## src/rtl/trigger_capture.sv

```systemverilog
// Level/edge trigger and fixed-length post-trigger capture into the FIFO write side.
// Optional auto-trigger on timeout is enabled by defining TRIG_AUTO_EN.
module trigger_capture #(
  parameter int unsigned DATA_WIDTH   = 8,
  parameter int unsigned CNT_WIDTH    = 8,
  parameter int unsigned AUTO_TIMEOUT = 200
) (
  input  logic                  clk_i,
  input  logic                  rst_i,
  input  logic [DATA_WIDTH-1:0] sample_i,
  input  logic                  sample_valid_i,
  input  logic                  arm_i,
  input  logic                  abort_i,
  input  logic [DATA_WIDTH-1:0] level_i,
  input  logic                  edge_sel_i,
  input  logic [CNT_WIDTH-1:0]  post_len_i,
  input  logic                  fifo_full_i,
  output logic [DATA_WIDTH-1:0] wr_data_o,
  output logic                  wr_inc_o,
  output logic                  armed_o,
  output logic                  triggered_o,
  output logic                  done_o,
  output logic                  overflow_o,
  output logic                  auto_o
);

  localparam int unsigned LEN_W = CNT_WIDTH + 1;

  typedef enum logic [1:0] {
    ST_IDLE    = 2'd0,
    ST_ARMED   = 2'd1,
    ST_CAPTURE = 2'd2,
    ST_DONE    = 2'd3
  } state_t;

  if (AUTO_TIMEOUT < 1) begin : g_cfg_err
    $error("AUTO_TIMEOUT must be at least 1");
  end

  state_t                r_state,     w_state_nxt;
  logic [DATA_WIDTH-1:0] r_level,     w_level_nxt;
  logic                  r_edge_sel,  w_edge_sel_nxt;
  logic [LEN_W-1:0]      r_len,       w_len_nxt;
  logic [LEN_W-1:0]      r_cnt,       w_cnt_nxt;
  logic [DATA_WIDTH-1:0] r_prev,      w_prev_nxt;
  logic                  r_prev_vld,  w_prev_vld_nxt;
  logic [DATA_WIDTH-1:0] r_wr_data,   w_wr_data_nxt;
  logic                  r_wr_inc,    w_wr_inc_nxt;
  logic                  r_trig,      w_trig_nxt;
  logic                  r_ovf,       w_ovf_nxt;
  logic                  w_edge;
  logic                  w_fire;
  logic                  w_cap;
  logic [LEN_W-1:0]      w_cnt_inc;

`ifdef TRIG_AUTO_EN
  localparam int unsigned AUTO_W = $clog2(AUTO_TIMEOUT + 1);
  logic [AUTO_W-1:0]     r_auto_cnt,  w_auto_cnt_nxt;
  logic                  r_auto,      w_auto_nxt;
  logic                  w_auto_fire;
  assign w_auto_fire = (r_auto_cnt == AUTO_W'(AUTO_TIMEOUT));
`endif

  // Edge qualification against the previous valid sample (unsigned compare)
  always_comb begin
    w_edge = 1'b0;
    if (r_prev_vld) begin
      if (r_edge_sel) w_edge = (r_prev > r_level) && (sample_i <= r_level);
      else            w_edge = (r_prev < r_level) && (sample_i >= r_level);
    end
  end

  assign w_cnt_inc = LEN_W'(r_cnt + LEN_W'(1));

  // Next-state and registered-output logic
  always_comb begin
    w_state_nxt    = r_state;
    w_level_nxt    = r_level;
    w_edge_sel_nxt = r_edge_sel;
    w_len_nxt      = r_len;
    w_cnt_nxt      = r_cnt;
    w_prev_nxt     = r_prev;
    w_prev_vld_nxt = r_prev_vld;
    w_wr_data_nxt  = r_wr_data;
    w_wr_inc_nxt   = 1'b0;
    w_trig_nxt     = 1'b0;
    w_ovf_nxt      = r_ovf;
    w_fire         = 1'b0;
    w_cap          = 1'b0;
`ifdef TRIG_AUTO_EN
    w_auto_cnt_nxt = r_auto_cnt;
    w_auto_nxt     = r_auto;
`endif

    if (abort_i) begin
      w_state_nxt = ST_IDLE;
    end else if (arm_i && (r_state == ST_IDLE || r_state == ST_DONE)) begin
      w_state_nxt    = ST_ARMED;
      w_level_nxt    = level_i;
      w_edge_sel_nxt = edge_sel_i;
      w_len_nxt      = (post_len_i == '0) ? LEN_W'(1) : LEN_W'(post_len_i);
      w_cnt_nxt      = '0;
      w_prev_vld_nxt = 1'b0;
      w_ovf_nxt      = 1'b0;
`ifdef TRIG_AUTO_EN
      w_auto_cnt_nxt = '0;
      w_auto_nxt     = 1'b0;
`endif
    end else begin
      case (r_state)
        ST_ARMED: begin
          if (sample_valid_i) begin
            w_prev_nxt     = sample_i;
            w_prev_vld_nxt = 1'b1;
            w_fire         = w_edge;
`ifdef TRIG_AUTO_EN
            if (!w_auto_fire) w_auto_cnt_nxt = AUTO_W'(r_auto_cnt + AUTO_W'(1));
            if (w_auto_fire && !w_edge) begin
              w_fire     = 1'b1;
              w_auto_nxt = 1'b1;
            end
`endif
            if (w_fire) begin
              w_state_nxt = ST_CAPTURE;
              w_trig_nxt  = 1'b1;
              w_cap       = 1'b1;
            end
          end
        end
        ST_CAPTURE: w_cap = sample_valid_i;
        default: ;
      endcase

      // Counter advances even on a dropped sample to keep time alignment
      if (w_cap) begin
        w_cnt_nxt = w_cnt_inc;
        if (fifo_full_i) begin
          w_ovf_nxt = 1'b1;
        end else begin
          w_wr_data_nxt = sample_i;
          w_wr_inc_nxt  = 1'b1;
        end
        if (w_cnt_inc >= r_len) w_state_nxt = ST_DONE;
      end
    end
  end

  always_ff @(posedge clk_i or posedge rst_i) begin
    if (rst_i) begin
      r_state    <= ST_IDLE;
      r_level    <= '0;
      r_edge_sel <= 1'b0;
      r_len      <= '0;
      r_cnt      <= '0;
      r_prev     <= '0;
      r_prev_vld <= 1'b0;
      r_wr_data  <= '0;
      r_wr_inc   <= 1'b0;
      r_trig     <= 1'b0;
      r_ovf      <= 1'b0;
`ifdef TRIG_AUTO_EN
      r_auto_cnt <= '0;
      r_auto     <= 1'b0;
`endif
    end else begin
      r_state    <= w_state_nxt;
      r_level    <= w_level_nxt;
      r_edge_sel <= w_edge_sel_nxt;
      r_len      <= w_len_nxt;
      r_cnt      <= w_cnt_nxt;
      r_prev     <= w_prev_nxt;
      r_prev_vld <= w_prev_vld_nxt;
      r_wr_data  <= w_wr_data_nxt;
      r_wr_inc   <= w_wr_inc_nxt;
      r_trig     <= w_trig_nxt;
      r_ovf      <= w_ovf_nxt;
`ifdef TRIG_AUTO_EN
      r_auto_cnt <= w_auto_cnt_nxt;
      r_auto     <= w_auto_nxt;
`endif
    end
  end

  assign wr_data_o   = r_wr_data;
  assign wr_inc_o    = r_wr_inc;
  assign triggered_o = r_trig;
  assign overflow_o  = r_ovf;
  assign armed_o     = (r_state == ST_ARMED);
  assign done_o      = (r_state == ST_DONE);
`ifdef TRIG_AUTO_EN
  assign auto_o      = r_auto;
`else
  assign auto_o      = 1'b0;
`endif

endmodule

```

## config.mk

```make
export PLATFORM = sky130hd
export DESIGN_NAME = trigger_capture
export DESIGN_NICKNAME = d
export VERILOG_FILES = /design/src/rtl/trigger_capture.sv
export SDC_FILE = /design/constraint.sdc
export NUM_CORES = 1
export LEC_CHECK = 0
export CORE_ASPECT_RATIO = 0.5
export CORE_MARGIN = 8
export CORE_UTILIZATION = 57
export CTS_CLUSTER_SIZE = 25
export DETAILED_ROUTE_END_ITERATION = 7
export GPL_TIMING_DRIVEN = 0
export MAX_ROUTING_LAYER = met4
export PLACE_DENSITY = 0.88
export SLEW_MARGIN = 20
export SYNTH_ARGS = -nofsm -noshare
export SYNTH_HDL_FRONTEND = slang
export SYNTH_SLANG_ARGS = --single-unit
```

## constraint.sdc

```tcl
create_clock -name clk_i -period 7.03 [get_ports clk_i]
set_input_delay 1.0545 -clock clk_i [delete_from_list [all_inputs] [get_ports clk_i]]
set_output_delay 1.0545 -clock clk_i [all_outputs]
set_load 0.1 [all_outputs]
```

Word level (Yosys, flattened, before mapping):

Cells that the tools add are included.

* flip-flop bits (word level): 49
* latch bits: 0
* bits in writable memories: 0
* memory bits (read-only): 0
* output and inout port bits: 14
* memories kept: 0

* add/sub/neg operators: 1
* $mul: 0
* div/mod/pow operators: 0
* $lt $le $gt $ge: 5
* equality and inequality tests: 3
* shift operators: 0
* mux-type cells: 30
* bitwise operators: 3
* reduce and logical (&&, ||, !) cells: 16

Operators with widths (number)
* 2-to-1 mux 1 bit: 19
* 2-to-1 mux 9 bit: 2
* 2-to-1 mux 2 bit: 7
* adder 9 x 1 -> 9 bit, second input constant: 1
* greater-or-equal comparator 9 bit: 1
* greater-or-equal comparator 8 bit: 1
* > comparator 8 bit: 1
* less-or-equal comparator 8 bit: 1
* logical NOT 8 bit: 1
* < comparator 8 bit: 1
* 2-to-1 mux 8 bit: 1
* AND reduction 4 bit: 2
* nonzero test 2 bit: 4
* AND reduction 3 bit: 2
* equality test 2 bit, second input constant: 2
* AND reduction 2 bit: 2
* logical AND 1 bit: 3
* inverter 1 bit: 3
* equality test 2 x 1 -> 1 bit, second input constant: 1
* logical NOT 2 bit: 1
* one-hot mux 1 bit (2 select lines): 1
* logical OR 1 bit: 1

Longest topological paths before layout:

Gate-level depths: netlist of the first run.

* word-level depth: 12
* mapped depth: 11
* gate-level depth less buffers: 11

Worst setup path after synthesis of the first run:

Ideal clock, no wire load.

* path kind: input port to flip-flop
* start point: in sample_i[1]
* end point: reg r_cnt[3]
* library setup time: 0.125 ns
* data arrival time: 2.629 ns
* slack: 4.276 ns
* cell stages on the path: 8
* path buffers: 0
* cell sequence: ha_1 > nor2b_4 > o211ai_2 > a31oi_1 > o211ai_1 > o211ai_4 > nand2_2 > mux2_2

* word-level cells in the longest chain between the ends: 11
* elaborated cells on any way between the ends: 13
* those cells by class: order compare: 2; mux: 7; reduce/logical: 4

RTL lines
* start, declared: RTL line 10 `input logic [DATA_WIDTH-1:0] sample_i,`
* greater-or-equal comparator 8 bit or less-or-equal comparator 8 bit (tied branches): RTL line 69, 68
* logical AND 1 bit (on tied branches): RTL line 69, 68
* 2-to-1 mux 1 bit *: RTL line 68 `if (r_edge_sel) w_edge = (r_prev > r_level) && (sample_i <= r_level);`
* 2-to-1 mux 1 bit *: RTL line 67 `if (r_prev_vld) begin`
* 2-to-1 mux 1 bit *: RTL line 123 `if (w_fire) begin`
* 2-to-1 mux 1 bit *: RTL line 112 `if (sample_valid_i) begin`
* one-hot mux 1 bit (2 select lines) *: RTL line 110 `case (r_state)`
* 2-to-1 mux 1 bit *: RTL line 97 `end else if (arm_i && (r_state == ST_IDLE || r_state == ST_DONE)) begin`
* 2-to-1 mux 1 bit *: RTL line 95 `if (abort_i) begin`
* nonzero test 2 bit (no line) *
* AND reduction 2 bit (no line) *
* end signal, assigned: RTL line 170 `r_cnt <= w_cnt_nxt;`
* end, declared: RTL line 44 `logic [LEN_W-1:0] r_cnt, w_cnt_nxt;`

Every way passes the cells marked *; elsewhere a longest branch is shown, timed or not. The select of a mux whose other input is x is not followed.
A chain may end at the register's enable or synchronous reset.

Worst setup path after layout of the first run:

* start point: reg r_state[1]
* end point: out armed_o

* word-level cells in the longest chain between the ends: 1

RTL lines
* start, declared: RTL line 40 `state_t r_state, w_state_nxt;`
* start signal, assigned: RTL line 166 `r_state <= w_state_nxt;`
* equality test 2 x 1 -> 1 bit: RTL line 188 `assign armed_o = (r_state == ST_ARMED);`
* end, declared: RTL line 20 `output logic armed_o,`

No other way between the ends.

==> run summary, run 1 <==
Clock Pin Slew Worst Setup and Hold Paths = 0.08 ns
critical path's top delay family = buffers and inverters
crit path cell chain = inv_1 -> ha_1 -> clkdlybuf4s50_1
Vias per Instance = 5.81
Synth Area in Compound Gates = 0.0914
Pins Over Slew Limit = 0
RSZ-0062 raised after global routing = no
xor/xnor cell area share of the yosys netlist = 0.0227
post-CTS sizing = 0
top-count cell post-synth = dfrtp_1
Sink Count = 48
PwrDens = 237 mW/mm^2
Mean Syn Cell Area = 11.3 sq um
largest cells by area after synthesis = dfrtp_1 45%, mux2_2 14%, ha_1 13%
Port-buffer cells = 43
hold_buf cts = 0
Synth top area share = 0.445
Initial Util = 0.604
largest net degree at the start of global routing = 29
Worst EP arrival = 2.16 ns
FILL cells = 295
crit path kind = reg2out
Critical Path End Type = primary output
dpl hpwl = 4590 microns
proportion of synthesized area in mux cells = 0.164
critical path launch point type = flop
H-Tree Depth = 2
worst-path fanout max = 4
slew margin rel. = 0.324
CP max stage delay = 1.16 ns
core area = 0.00447 sq mm
clk_skew = 0.00753 ns
post-layout min period = 3.21 ns
Syn Inst Count = 238
Die Span Y = 64.6 microns
Hold Path Class = reg2reg
area growth from synthesis to layout = 23.0%
Num CTS Buffers = 5
clk_lat worst skew = 0.31 ns
final setup fails = 0
Iter 0 DRT Violations = 74
post-route ant nets = 0
layout cell share with drive strength beyond 1 = 0.172
NumNets Final = 348
number of remaining DRC errors = 0
Fin. Hold Viols = 0
Pleak = 1.64 nW
setup TNS = 0 ns
EDFF count, synth = 0
postcts setup bufs = 0
Pre-antenna DRT Iters = 4
gpl congestion = 0.855
WP data required = 5.98 ns
yosys warns = 0
main combinational cell family by area after synthesis = multiplexers
status = finished clean
Synth area leader = dfrtp_1
Worst Max-Slew Pin Slew = 1.01 ns
first-pass GRT wire length = 10,000 microns
CTS tree = yes
gr usage total = 0.175
Final period util = 0.457
initial antenna violation count = 0
Bufs and invs on worst path = 2
Syn Nets = 297
Max Root-Sink Buffers = 2
vias in the first global route = 2,164
ys flop type = dfrtp_1
Chip Width = 113 microns
Worst VDD drop = 0.000111 V
Synth Area in Adders = 0.130
Seq/Total Area, Yosys = 0.445
Antenna Cells = 0
MaxCap Viol Count = 0
WHS = 0.503 ns
# IOs = 45
root buf cell = clkbuf_8
Commonest cells post-synth = 48 x dfrtp_1, 34 x mux2_2, 28 x ha_1
fmax = 0.311 GHz
# rows = 17
DIE AREA = 0.00732 sq mm
Mapped Area = 0.00270 sq mm
unique cell type count in the Yosys netlist = 38
slowest cell on the critical path = clkdlybuf4s50_1
Congestion Overflow GR = 0
DR WL/cell = 17.2 microns
#FFs+latches synth = 48
total number of vias = 2,016
post-synthesis simple-gate area fraction = 0.108
FFs w/ async S/R, synth = 1.00
final wirelength = 5960 microns
layer usage:
layer  track usage  part of all wire  vias to the layer above
met5             -                 0                        -
met4        0.0691             0.029                        0
met3        0.0563             0.048                       19
met2         0.303              0.50                       49
met1         0.186              0.42                      997
li1              -                 -                      951
final timing paths:
| kind | from | end | slack [ns] | cells after the start |
|---|---|---|---|---|
| max reg2reg | r_cnt[0]$_DFFE_PP0P_ | r_state[1]$_DFF_PP0_ | 4.26 | 11 |
| min reg2reg | overflow_o$_DFFE_PP0P_ | overflow_o$_DFFE_PP0P_ | 0.50 | 1 |
| max in group asynchronous | rst_i | r_prev[0]$_DFFE_PP0P_ | 5.34 | 3 |
| max | r_state[1]$_DFF_PP0_ | armed_o | 3.82 | 3 |
| min in group asynchronous | rst_i | wr_data_o[7]$_DFFE_PP0P_ | 1.16 | 2 |
| min | overflow_o$_DFFE_PP0P_ | overflow_o$_DFFE_PP0P_ | 0.50 | 1 |
placed cells by master, fill, tap and decap left out, types with 2 or more instances in the layout:
cell type        netlist  final
a21oi_1                9      9
a21o_1                 2      2
nor3_1                 4      4
and3_1                 2      2
xor2_1                 5      5
o31a_1                 2      2
o211ai_1               2      2
o21ai_0                7      7
nand2_1               16     16
nand3_1               10     10
and2_1                 4      4
clkbuf_8               0      6
inv_1                 22     21
nor2_1                 5      5
a31oi_1                2      2
o21a_1                 3      3
ha_1                  28     28
mux2_2                34     34
dfrtp_1               48     48
mux2i_1                6      6
nor2b_1                2      2
xnor2_1                2      2
clkbuf_1               3      5
clkdlybuf4s50_1        0     43
nand4_1                5      5
cell families after synthesis:
group / Yosys count
AOI/OAI and AO/OA: 34
xor gates and xnor gates: 7
adders and majority gates: 28
buffers and inverters: 26
DFF: 48
muxes: 40
other: 1
and+or+nand+nor: 54
power breakdown:
| part | internal (W) | total, W | switching [W] |
|---|---|---|---|
| clock | 0.0000804 | 0.000173 | 0.0000923 |
| combinational | 0.000116 | 0.000261 | 0.000146 |
| sequential | 0.000323 | 0.000351 | 0.0000282 |
| total | 0.000519 | 0.000785 | 0.000266 |
per-stage QoR:
step / power [W] / worst slack, ns / util / instances / instance area [sq um]
after floorplan: 0.000535 / 4.28 / - / 238 / 2700
after global placement: 0.000592 / 3.65 / 0.716 / 338 / 3200
after detailed placement: 0.000611 / 3.61 / 0.722 / 339 / 3230
after CTS: 0.000786 / 3.81 / 0.743 / 347 / 3320
after global routing: 0.000828 / 3.76 / 0.743 / 347 / 3320
final: 0.000785 / 3.82 / 0.743 / 347 / 3320
sequential cells by signal (all words and copies together) (netlist names):
name,flops
r_prev,8
r_cnt,9
r_len,8
wr_data_o,8
r_level,8
wr_inc_o,1
overflow_o,1
r_state,2
r_edge_sel,1
r_prev_vld,1
triggered_o,1
final cells by class:
type | count | area [sq um] | area share
multi-input cells | 164 | 1400 | 0.421
inverters | 22 | 82.6 | 0.0249
plain buffers | 4 | 18.8 | 0.00566
clock buffers | 8 | 90.1 | 0.0272
flip-flops and latches | 48 | 1200 | 0.362
well taps | 57 | 71.3 | 0.0215
repair buffers | 44 | 458 | 0.138
Power figures use the tool's default switching activity.
==> run 2, diff against run 1 <==
- CORE_UTILIZATION: 57 -> 48
- PLACE_DENSITY: 0.88 -> 0.79
- clock period: 7.03 -> 2.8 ns (I/O delays scaled with it)
==> run 2 against run 1 <==
Effect of this change:
- global-route usage decreased by 2.6 points
- final cell count increased by 4.6%
- combinational power increased to 2.5 times the previous value
- wire length decreased by 3.2%
- worst hold slack got worse by 0.12 ns
- flip-flop and latch count unchanged
- sequential power increased to 2.5 times the previous value
- critical path type unchanged
- critical endpoint unchanged
- largest cell class unchanged
- largest power group unchanged
- highest routed layer unchanged
==> run summary, run 2 (synthesis gave the netlist of run 1 again) <==
PwrDens = 619 mW/mm^2
crit path cell chain = inv_1 -> ha_1 -> clkdlybuf4s50_1
core area = 0.00544 sq mm
RR Startpoint = r_cnt[0]$_DFFE_PP0P_
setup TNS = 0 ns
post-CTS sizing = 0
clk_lat worst skew = 0.31 ns
Routed met3 length = 164 microns
CP max stage delay = 1.17 ns
crit path kind = reg2out
gpl congestion = 0.903
Pleak = 1.66 nW
Initial Util = 0.496
CTS tree = yes
gr usage total = 0.149
number of remaining DRC errors = 0
Hold Path Class = in2async
slowest cell on the critical path = clkdlybuf4s50_1
DR WL/cell = 15.9 microns
worst-path fanout max = 4
slew margin rel. = 0.343
final setup fails = 0
Fin. Hold Viols = 0
most common cell after layout, fill and taps aside = dfrtp_1
crit path launch = r_state[1]$_DFF_PP0_
max reg flops = 9
post-route ant nets = 0
Port-buffer cells = 43
first-pass GRT wire length = 10,100 microns
highest routed metal layer = met4
Chip Width = 122 microns
Num CTS Buffers = 5
DIE AREA = 0.00842 sq mm
Die Span Y = 69.0 microns
Congestion Overflow GR = 0
RSZ-0062 raised after global routing = no
most frequent cells in the layout = 47 x dfrtp_1, 43 x clkdlybuf4s50_1, 34 x mux2_2
dpl hpwl = 4440 microns
Final period util = 0.931
postcts setup bufs = 0
Sink Count = 48
layout cell share with drive strength beyond 1 = 0.186
Antenna Cells = 0
root buf cell = clkbuf_8
# rows = 19
Worst Setup EP = armed_o
clk_skew = 0.00779 ns
final instance area = 0.00337 sq mm
critical path's top delay family = buffers and inverters
NumNets Final = 348
Worst EP arrival = 2.19 ns
Max Root-Sink Buffers = 2
# IOs = 45
FILL cells = 447
fmax = 0.383 GHz
WP data required = 2.38 ns
final wirelength = 5770 microns
status = finished clean
Iter 0 DRT Violations = 58
WL met1 = 2530 microns
Worst Max-Slew Pin Slew = 0.983 ns
MaxCap Viol Count = 0
H-Tree Depth = 2
Critical Path Stages = 3
Placed Instance Area = 0.00324 sq mm
initial antenna violation count = 0
hold_buf cts = 0
WHS = 0.387 ns
Tot Pwr = 0.00209 W
critical path launch point type = flop
Bufs and invs on worst path = 2
vias in the first global route = 2,168
Worst VDD drop = 0.000274 V
FF-to-FF End = r_state[1]$_DFF_PP0_
largest net degree at the start of global routing = 35
Largest Register = r_cnt
total number of vias = 1,906
R2R Setup Slk = 0.24 ns
metal2 WL = 3010 microns
Vias per Instance = 5.25
Pre-antenna DRT Iters = 4
reg2reg path depth = 11
Clock Pin Slew Worst Setup and Hold Paths = 0.09 ns
Critical Path End Type = primary output
Pins Over Slew Limit = 0
area growth from synthesis to layout = 24.9%
post-layout min period = 2.61 ns
==> run 2: cell count changes in the layout (fill, tap and decap cells not counted), sizes merged <==
cell	change
clkbuf	-1
bufinv	+1
==> run 2: layer usage <==
| layer | vias to the layer above | global-route usage |
|---|---|---|
| met3 | 7 | 0.0317 |
| met1 | 933 | 0.170 |
| met4 | 0 | 0.0421 |
| met5 | - | - |
| met2 | 23 | 0.256 |
| li1 | 943 | - |
==> run 2: power breakdown <==
group	internal [W]	leakage [nW]	switching, W
clock network	0.000315	0.0645	0.000238
registers	0.000810	0.614	0.0000689
logic	0.000289	0.979	0.000364
total	0.00141	1.66	0.000671
==> run 2: area by class of cell <==
class | count | area [sq um] | area share
buffer | 4 | 18.8 | 0.00557
clock buffer | 7 | 96.3 | 0.0286
clock inverter | 1 | 30.0 | 0.00891
inverter | 22 | 82.6 | 0.0245
multi-input combinational | 164 | 1400 | 0.415
sequential | 48 | 1200 | 0.357
tap | 73 | 91.3 | 0.0271
timing repair buffer | 44 | 450 | 0.134
==> run 2: how the worst min path moves through the flow <==
stage                                 from                     end  slack (ns)  depth (start not counted)
finish                               rst_i    r_cnt[0]$_DFFE_PP0P_        0.39                          2
global route                         rst_i    r_len[0]$_DFFE_PP0P_        0.41                          2
CTS                                  rst_i    r_cnt[0]$_DFFE_PP0P_        0.39                          2
detailed placement  overflow_o$_DFFE_PP0P_  overflow_o$_DFFE_PP0P_        0.49                          1
global placement     r_prev[0]$_DFFE_PP0P_   r_prev[0]$_DFFE_PP0P_        0.47                          2
floorplan            r_prev[0]$_DFFE_PP0P_   r_prev[0]$_DFFE_PP0P_        0.45                          2
==> run 2: through the flow <==
| step | util | std cells | setup WS (ns) |
|---|---|---|---|
| finish | 0.619 | 363 | 0.192 |
| global route | 0.619 | 363 | 0.0250 |
| CTS | 0.618 | 363 | 0.134 |
| detailed placement | 0.595 | 355 | -0.00611 |
| global placement | 0.591 | 354 | 0.0204 |
| floorplan | - | 238 | 0.141 |
==> run 3, diff against run 2 <==
- CORE_MARGIN: 8 -> unset
- CORE_UTILIZATION: 48 -> 45
- DONT_BUFFER_PORTS: unset -> 1
- PLACE_DENSITY: 0.79 -> 0.65
==> run 3 against run 2 <==
Effect of this change:
- the flow now finishes with violations (DRC)
- largest cell class unchanged
- highest routed layer unchanged
- final area down 12%
- via count down 7.5%
- worst setup slack lost 0.025 ns
- total power down 2.1%
- sequential power is 8.1% higher
- sequential share of layout area up 4.8 points
- global-route usage is 3.2 points higher
- die area decreased by 25%
- clock skew shrank 0.0038 ns
- clock-buffer cell count increased by 1
==> run summary, run 3 (synthesis gave the netlist of run 1 again) <==
gpl congestion = 0.799
Placed Instance Area = 0.00282 sq mm
core area = 0.00563 sq mm
Congestion Overflow GR = 0
FF-to-FF End = wr_data_o[7]$_DFFE_PP0P_
Max Root-Sink Buffers = 2
# IOs = 45
Iter 0 DRT Violations = 52
largest net degree at the start of global routing = 30
Pleak = 1.51 nW
Sink Count = 48
final worst setup slack = 0.167 ns
Pre-antenna DRT Iters = 8
worst-path fanout max = 9
vias in the first global route = 1,884
NumNets Final = 305
postcts setup bufs = 0
RR Startpoint = r_state[1]$_DFF_PP0_
Final period util = 0.940
FILL cells = 502
Hold Path Class = in2async
Clock Pin Slew Worst Setup and Hold Paths = 0.06 ns
GR peak layer = met2
Port-buffer cells = 0
crit path kind = reg2reg
total number of vias = 1,763
Largest Register = r_cnt
root buf cell = clkbuf_16
post-place setup slack = -0.203 ns
Worst VDD drop = 0.000297 V
register area = 0.00120 sq mm
final instance area = 0.00297 sq mm
status = finished, violations left
max reg flops = 9
WHS = 0.111 ns
Die Span Y = 56.8 microns
post-route ant nets = 0
Pins Over Slew Limit = 0
Fin. Hold Viols = 0
fmax = 0.380 GHz
most frequent cells in the layout = 48 x dfrtp_1, 34 x mux2_2, 27 x ha_1
Antenna Cells = 0
failing checks = DRC
most common cell after layout, fill and taps aside = dfrtp_1
area of the multi-input gates = 0.00140 sq mm
MaxCap Viol Count = 0
RSZ-0062 raised after global routing = no
layout cell share with drive strength beyond 1 = 0.206
slew margin rel. = 0.351
H-Tree Depth = 2
Num CTS Buffers = 5
Initial Util = 0.479
number of remaining DRC errors = 1
# rows = 19
PwrDens = 689 mW/mm^2
dpl hpwl = 3860 microns
WP data required = 2.97 ns
final wirelength = 5020 microns
area growth from synthesis to layout = 9.93%
fin util = 0.526
CTS tree = yes
DR WL/cell = 15.7 microns
gr usage total = 0.181
Critical Path End Type = flop
initial antenna violation count = 0
post-layout min period = 2.63 ns
Worst Max-Slew Pin Slew = 0.976 ns
final setup fails = 0
first-pass GRT wire length = 8640 microns
setup TNS = 0 ns
met1 usage = 0.215
DIE AREA = 0.00633 sq mm
R2R Setup Slk = 0.17 ns
Chip Width = 111 microns
met3 usage = 0.0400
clk_skew = 0.00399 ns
reg2reg path depth = 9
clk_lat worst skew = 0.28 ns
critical path launch point type = flop
Vias per Instance = 5.51
Worst EP arrival = 2.80 ns
met2 usage = 0.317
run 3: cell type report:
| type | count | share of cell area |
|---|---|---|
| clock buffer | 8 | 0.0494 |
| tap | 73 | 0.0308 |
| multi-input combinational | 164 | 0.471 |
| buffer | 4 | 0.00633 |
| sequential | 48 | 0.405 |
| timing repair buffer | 1 | 0.00928 |
| inverter | 22 | 0.0278 |
run 3: metrics by stage:
| step | cells | total power [W] |
|---|---|---|
| after CTS | 320 | 0.00207 |
| after global routing | 320 | 0.00217 |
| after global placement | 311 | 0.00142 |
| after detailed placement | 312 | 0.00145 |
| final | 320 | 0.00204 |
| after floorplan | 238 | 0.00134 |
run 3: critical path: stages, from the launching register on:
cell and delay, ns:
dfrtp_1 0.43, inv_1 0.08, ha_2 0.56, nand3_1 0.18, nor2_1 0.16, o21a_1 0.14
a2bb2oi_1 0.10, o211ai_4 0.33, nand3b_4 0.22, mux2_2 0.32
run 3: worst max-delay path by stage:
stage / start / to
CTS: r_cnt[0]$_DFFE_PP0P_ / r_state[1]$_DFF_PP0_
floorplan: r_state[1]$_DFF_PP0_ / wr_data_o[0]$_DFFE_PP0P_
detailed placement: r_state[1]$_DFF_PP0_ / wr_data_o[7]$_DFFE_PP0P_
global placement: r_state[1]$_DFF_PP0_ / wr_data_o[3]$_DFFE_PP0P_
global route: r_state[1]$_DFF_PP0_ / wr_data_o[0]$_DFFE_PP0P_
finish: r_state[1]$_DFF_PP0_ / wr_data_o[7]$_DFFE_PP0P_
run 3: what timing repair did:
| action | in CTS | in global routing |
|---|---|---|
| gates resized for setup | 1 | 0 |
| endpoints found under the setup margin | 14 | 1 |
| pin swaps | 0 | 1 |
| hold buffers | 0 | 0 |
run 3: layer usage:
metal	vias up	part of all wire
met2	29	0.50
li1	859	-
met1	871	0.46
met5	-	0
met3	4	0.032
met4	0	0.0060
run 3: power breakdown:
group | leakage [nW] | switching [W] | total, W | internal, W
registers | 0.616 | 0.000141 | 0.000950 | 0.000810
logic | 0.819 | 0.000258 | 0.000490 | 0.000232
clock network | 0.0712 | 0.000245 | 0.000601 | 0.000357
